===== src/rtl/spi_pkg.sv =====
// spi_pkg: shared SPI frame width and master FSM state encoding
`timescale 1ns/1ps
package spi_pkg;
  localparam int SPI_FRAME_BITS = 8;
  typedef enum logic [2:0] {IDLE, SETUP, HIGH, LOW, DONE} spi_mst_state_t;
endpackage


===== src/rtl/spi_phase_timer.sv =====
// spi_phase_timer: free-running CLK_DIV phase counter, cleared by load, pulsing expire on its last cycle
`timescale 1ns/1ps
module spi_phase_timer #(
  parameter int CLK_DIV = 2
) (
  input  logic clk,
  input  logic rst_n,
  input  logic load_i,
  output logic expire_o
);
  localparam int W = $clog2(CLK_DIV);
  logic [W-1:0] cnt_q;
  assign expire_o = cnt_q == W'(CLK_DIV - 1);
  // count phase cycles, restarting on load or after the last cycle of a phase
  always_ff @(posedge clk or negedge rst_n) begin
    if (!rst_n) cnt_q <= '0;
    else cnt_q <= (load_i || expire_o) ? '0 : cnt_q + 1'b1;
  end
endmodule


===== src/rtl/spi_master_ctrl.sv =====
// spi_master_ctrl: mode-0 SPI master sending and receiving one word per frame with clk-derived sclk
`timescale 1ns/1ps
module spi_master_ctrl
  import spi_pkg::*;
#(
  parameter int CLK_DIV = 2
) (
  input  logic                      clk,
  input  logic                      rst_n,
  input  logic                      tx_valid_i,
  output logic                      tx_ready_o,
  input  logic [SPI_FRAME_BITS-1:0] tx_data_i,
  output logic                      rx_valid_o,
  output logic [SPI_FRAME_BITS-1:0] rx_data_o,
  output logic                      busy_o,
  output logic                      sclk_o,
  output logic                      mosi_o,
  input  logic                      miso_i,
  output logic                      cs_n_o
);
  localparam int N = SPI_FRAME_BITS;

  if (CLK_DIV < 2 || CLK_DIV > 255) begin : g_bad_div
    $error("spi_master_ctrl: CLK_DIV must be in 2..255");
  end

  spi_mst_state_t state_q;
  logic [N-1:0]   tx_shift_q, rx_shift_q, rx_data_q;
  logic [2:0]     bit_cnt_q;
  logic           last_q, tx_ready_q, busy_q, rx_valid_q, sclk_q, mosi_q, cs_n_q;
  logic           expire;

  spi_phase_timer #(.CLK_DIV(CLK_DIV)) u_timer (
    .clk     (clk),
    .rst_n   (rst_n),
    .load_i  (state_q == IDLE),
    .expire_o(expire)
  );

  assign tx_ready_o = tx_ready_q;
  assign busy_o     = busy_q;
  assign rx_valid_o = rx_valid_q;
  assign rx_data_o  = rx_data_q;
  assign sclk_o     = sclk_q;
  assign mosi_o     = mosi_q;
  assign cs_n_o     = cs_n_q;

  // frame sequencer: miso is sampled on the same edge that raises sclk, so it still holds the slave's settled bit
  always_ff @(posedge clk or negedge rst_n) begin
    if (!rst_n) begin
      state_q    <= IDLE;
      tx_shift_q <= '0;
      rx_shift_q <= '0;
      rx_data_q  <= '0;
      bit_cnt_q  <= '0;
      last_q     <= 1'b0;
      tx_ready_q <= 1'b1;
      busy_q     <= 1'b0;
      rx_valid_q <= 1'b0;
      sclk_q     <= 1'b0;
      mosi_q     <= 1'b0;
      cs_n_q     <= 1'b1;
    end else begin
      rx_valid_q <= 1'b0;
      case (state_q)
        IDLE: if (tx_valid_i) begin
          state_q    <= SETUP;
          tx_shift_q <= tx_data_i;
          mosi_q     <= tx_data_i[N-1];
          cs_n_q     <= 1'b0;
          tx_ready_q <= 1'b0;
          busy_q     <= 1'b1;
          bit_cnt_q  <= '0;
          last_q     <= 1'b0;
        end
        SETUP: if (expire) begin
          state_q    <= HIGH;
          sclk_q     <= 1'b1;
          rx_shift_q <= {rx_shift_q[N-2:0], miso_i};
        end
        HIGH: if (expire) begin
          state_q    <= LOW;
          sclk_q     <= 1'b0;
          tx_shift_q <= {tx_shift_q[N-2:0], 1'b0};
          mosi_q     <= tx_shift_q[N-2];
          bit_cnt_q  <= bit_cnt_q + 3'd1;
          last_q     <= &bit_cnt_q;
        end
        LOW: if (expire) begin
          if (last_q) begin
            state_q    <= DONE;
            cs_n_q     <= 1'b1;
            rx_valid_q <= 1'b1;
            rx_data_q  <= rx_shift_q;
            mosi_q     <= 1'b0;
          end else begin
            state_q    <= HIGH;
            sclk_q     <= 1'b1;
            rx_shift_q <= {rx_shift_q[N-2:0], miso_i};
          end
        end
        DONE: begin
          state_q    <= IDLE;
          tx_ready_q <= 1'b1;
          busy_q     <= 1'b0;
        end
        default: state_q <= IDLE;
      endcase
    end
  end
endmodule


===== config.mk =====
export PLATFORM = sky130hd
export DESIGN_NAME = spi_master_ctrl
export DESIGN_NICKNAME = d
export VERILOG_FILES = /design/src/rtl/spi_pkg.sv /design/src/rtl/spi_phase_timer.sv /design/src/rtl/spi_master_ctrl.sv
export SDC_FILE = /design/constraint.sdc
export NUM_CORES = 1
export LEC_CHECK = 0
export ABC_AREA = 1
export CORE_ASPECT_RATIO = 1.5
export CORE_MARGIN = 10
export CORE_UTILIZATION = 50
export DETAILED_ROUTE_END_ITERATION = 10
export PLACE_DENSITY = 0.83
export SLEW_MARGIN = 20
export SYNTH_ARGS = -nofsm -noshare
export SYNTH_HDL_FRONTEND = slang
export SYNTH_HIERARCHICAL = 1
export SYNTH_SLANG_ARGS = --single-unit

===== constraint.sdc =====
create_clock -name clk -period 1.6 [get_ports clk]
set_input_delay 0.32 -clock clk [delete_from_list [all_inputs] [get_ports clk]]
set_output_delay 0.32 -clock clk [all_outputs]
set_load 0.005 [all_outputs]

# Word-level counts from Yosys, hierarchy flattened
# Index checks and enable logic that the tools add are counted.
# totals
out_inout_bits	14
mem_bits_rw	0
inputBits	12
latchBits	0
rom_bits	0
ff_bits	37
elab_cells	81
mem_count	0
# op_classes
n_mul	0
n_reduce_logical	17
div_mod_pow	0
n_eq_ne	10
order_cmp	0
shift	0
addsub	2
n_mux	39
bitwise	0
# op_table
op	count
8-bit 2-to-1 mux	3
3-bit 2-to-1 mux	7
1-bit 2-to-1 mux	17
8-bit one-hot mux with 2 select lines	1
7-bit 2-to-1 mux	2
7-bit one-hot mux with 2 select lines	1
3-bit one-hot mux with 4 select lines	1
4-bit AND reduction	3
5-bit AND reduction	2
3-bit AND reduction	3
1-bit one-hot mux with 2 select lines	4
2-bit nonzero test	4
3-bit by 2-bit equality test with 1-bit output, second input constant	2
2-bit by 1-bit inequality test with 1-bit output, second input constant	3
2-bit inequality test, second input constant	3
1-bit one-hot mux with 3 select lines	2
3-bit one-hot mux with 2 select lines	1
3-bit nonzero test	2
3-bit by 1-bit adder with 3-bit output, second input constant	1
3-bit by 1-bit equality test with 1-bit output, second input constant	1
3-bit equality test, second input constant	1
3-bit zero test	1
2-bit AND reduction	1
1-bit adder, second input constant	1
1-bit logical OR	1

# Logic depth before layout (Yosys ltp)
# depth
word_depth	3
mapped_depth	8
depth_no_buf	8

# Hierarchy
# Netlist, hierarchy kept.
# by_module_without_submodules
mod	instances	seq_area_each_um2	cells_per_inst	area_per_inst_um2
spi_master_ctrl	1	903.4	185	1722.9
spi_phase_timer	1	25.0	2	28.8

# Least setup slack after synthesis
# No wires, ideal clock.
# synth_path
path_kind	reg2reg
start	register state_q[2]
end	register tx_shift_q[2]
t_arrival_ps	1146
t_required_ps	1526
stages_incl_launch_ff	9
path_buffers	1
synth_period_minus_slack_ps	1220
setup_ps	74
path_slack_ps	380
cell_sequence	dfrtp_1 nor2_4 nand2_2 inv_2 nand2_2 nand2_2 buf_6 nand2_2 o21ai_2
# synth_via
elab_chain_len	3
word_cells_on_any_way	7
classes_between	eq/ne: 3; mux: 1; reduce/logical: 3
# synth_rtl
item	line_no	text
start, declared	spi_master_ctrl.sv:27	spi_mst_state_t state_q;
start signal, assigned	spi_master_ctrl.sv:51	state_q <= IDLE;
start signal, assigned	spi_master_ctrl.sv:67	state_q <= SETUP;
start signal, assigned	spi_master_ctrl.sv:77	state_q <= HIGH;
3-bit by 2-bit equality test with 1-bit output / 3-bit zero test (equally long branches)	spi_master_ctrl.sv:65	case (state_q)
2-bit by 1-bit inequality test with 1-bit output (no line) (tied with other cells)	n/a	
3-bit AND reduction (no line)	n/a	
end signal, assigned	spi_master_ctrl.sv:68	tx_shift_q <= tx_data_i;
end signal, assigned	spi_master_ctrl.sv:84	tx_shift_q <= {tx_shift_q[N-2:0], 1'b0};
end, declared	spi_master_ctrl.sv:28	logic [N-1:0] tx_shift_q, rx_shift_q, rx_data_q;
# Several ways; a longest one is shown, not always the timed one.
# A chain may end at the register's enable or synchronous reset.

# Worst setup path after layout
# layout_path
start	register mosi_q (netlist: mosi_o)
end	output mosi_o
# layout_lines
item	line_no	text
start, declared	spi_master_ctrl.sv:30	logic last_q, tx_ready_q, busy_q, rx_valid_q, sclk_q, mosi_q, cs_n_q;
start signal, assigned	spi_master_ctrl.sv:69	mosi_q <= tx_data_i[N-1];
start signal, assigned	spi_master_ctrl.sv:85	mosi_q <= tx_shift_q[N-2];
end, declared	spi_master_ctrl.sv:17	output logic mosi_o,
# No word-level cell between the ends.

==> impl_metrics.yaml <==
sta:
  setup_viol: 0
  post-route-min-period_ns: 1.48
  worstMarginPinSlew_ns: 0.436
  skew_ns: 0.00527
  fmax_mhz: 674
  max_slew_margin_pct: 70.9
  hold_viol: 0
  slew_violations: 0
  rsz0062_at_grt: "false"
  fin_tns_setup_ns: 0
  period_share_pct: 92.7
yosys:
  yosys.area.top_type: "dfrtp_1"
  syn_nets: 201
  yosys_warnings: 6
  synth_seq_cells: 37
  synth_area_um2: 1750
  synth-async-reset-ratio_pct: 100
  synth-main-ff-cell: "dfrtp_1"
  syn_avg_cell_area_um2: 9.37
  yosysUniqueCellTypes: 22
  synth_top_area_share_pct: 50.0
  ys_top_cells_by_area: "dfrtp_1 50%, nand2_1 12%, o21ai_2 10%"
  yosysSeqAreaShare_pct: 53.0
  synth.most_common_cell: "nand2_1"
  synthCells: 187
  synth.top_cells.by_count: "57 x nand2_1, 35 x dfrtp_1, 21 x inv_1"
  synth_edf_count: 0
clock_tree:
  post_cts_buffers: 0
  clkTransAtPathRegs_ns: 0.07
  numCtsBuffers: 5
  clock-root-buffer: "clkbuf_8"
  cts_sinks: 37
  worst_skew_pair.late_latency_ns: 0.29
  clockBufferDepth: 2
  cts_tree: "done"
  htreeDepth: 2
drt:
  drtAntennaViolNets: 0
  drc_errors: 0
  via_per_inst: 4.85
  num_vias: 1265
  drtPass1Iterations: 4
  wire_per_inst_um: 12.7
  drt-total-wl_um: 3320
  drtIter0Drc: 40
placement:
  place_area_um2: 2030
  hpwl_um: 2440
  dp_cells: 252
  portBuffers: 25
  gp_congestion: 0.866
floorplanning:
  start_util_pct: 51.8
  die_height_um: 92.5
  rows: 26
  dieArea_um2: 6320
  core_area_um2: 3380
  die_w_um: 68.3
  pin_count: 26
global_routing:
  overflow: 0
  grt_busiest_layer: "met2"
  antenna_found_initial: 0
  use_met1_pct: 13.3
  gr-usage-met3_pct: 4.70
  first_global_vias: 1294
  grt.total_usage_pct: 11.7
  use_met2_pct: 18.2
  grt_pass1_wl_um: 5800
  grt_max_degree: 21
pwr:
  ir_drop_v: 0.000996
  total_power_w: 0.00348
  p_per_area_nw_per_um2: 1640
  leakagePower_nw: 1.05
worst_setup_path:
  cp_top_family: "buffers and inverters"
  critPathMaxStageDelay_ns: 0.51
  arrival_ns: 1.16
  critPathCaptureType: "output port"
  worstPathCellList: "clkdlybuf4s50_1"
  required_ns: 1.28
  cp-start-kind: "flop"
  path_max_fanout: 2
  rrSetupSlack_ns: 0.18
  path_buf_inv: 1
  path_class: "flop to output port"
  crit_path_top_delay_cell: "clkdlybuf4s50_1"
cells_and_area:
  antennaDiodeCount: 0
  drive_gt1_share_pct: 23.7
  finalInstanceArea_um2: 2120
  nets: 232
  syn_to_final_growth_pct: 21.0
  finish.utilization_pct: 62.6
  stdcell_count: 261
min_path:
  hold_class: "flop to flop"
run_status:
  outcome: "completed"
flow_run:
  cap_violations: 0
==> cells in the final DEF, fill, tap and decap left out, types with 2 or more instances in the layout <==
cell type and count:
clkbuf_8 5, clkdlybuf4s50_1 22, clkinv_2 2, dfrtp_1 35, dfstp_2 2, dlygate4sd2_1 2, ha_1 2, inv_1 21
inv_2 2, nand2_1 57, nand2_2 10, nand2_4 2, nand3_1 5, nor2_1 5, nor2_4 2, o21ai_0 14
o21ai_2 20
==> logic make-up (layout without fill, tap and decap cells) <==
kind of cell	after synthesis	after routing	share of synthesized area, %
fa+ha+maj	2	2	1.43
compound gates	36	36	14.8
flops	37	37	53.0
buf+inv	27	59	7.64
simple gates	85	85	23.1
==> sequential cells by signal, indices dropped and copies added, names as in the netlist <==
name,cells
busy_o,1
rx_valid_o,1
u_timer/expire_o,1
cs_n_o,1
rx_shift_q,8
bit_cnt_q,3
rx_data_o,8
mosi_o,1
last_q,1
state_q,3
tx_ready_o,1
sclk_o,1
tx_shift_q,7
==> worst paths after layout <==
check                                start  cells past startpoint             to
max in group asynchronous            rst_n                      3         cs_n_o
worst min register to register      cs_n_o                      2         cs_n_o
worst max-delay path                mosi_o                      1         mosi_o
min in group asynchronous            rst_n                      2  tx_shift_q[3]
worst max register to register  state_q[2]                      7  tx_shift_q[1]
worst min-delay path                cs_n_o                      2         cs_n_o
==> per-stage QoR <==
stage	hold slack (ns)	setup slack [ns]
6_report	0.470	0.117
5_1_grt	0.501	0.0687
4_1_cts	0.473	0.0959
3_5_place_dp	0.287	0.129
3_3_place_gp	0.284	0.137
2_1_floorplan	0.0244	0.380
==> worst reg2reg max path, stage by stage (launching register included) <==
cell     delay (ns)
dfrtp_1        0.48
nor2_4         0.18
nand2_2        0.08
inv_1          0.09
nand2_2        0.08
nand2_2        0.27
nand2_1        0.11
o21ai_2        0.07
==> what timing repair did <==
action                     in CTS  in global routing
hold buffers                    1                  0
gates resized for setup         2                  0
setup endpoints to repair       2                  0
hold endpoints to repair       16                  0
==> metal layers <==
metal	part of all wire [%]	vias up
li1	-	648
met1	44	573
met2	47	34
met4	2.7	0
met3	6.8	10
met5	0	-
==> power by group <==
part           switching (W)  total, W  internal [W]  leakage [nW]
clock               0.000325  0.000627      0.000302        0.0450
sequential          0.000176   0.00140       0.00122         0.474
combinational       0.000913   0.00146      0.000547         0.530
total                0.00141   0.00348       0.00207          1.05
==> final cells by class <==
type / instances / area, um2
fillers: 288 / 1260
flip-flops and latches: 37 / 928
multi-input cells: 123 / 689
repair buffers: 28 / 280
inverters: 23 / 86.3
clock buffers: 6 / 72.6
well taps: 42 / 52.6
clock inverters: 2 / 10.0
Power figures use the tool's default switching activity.
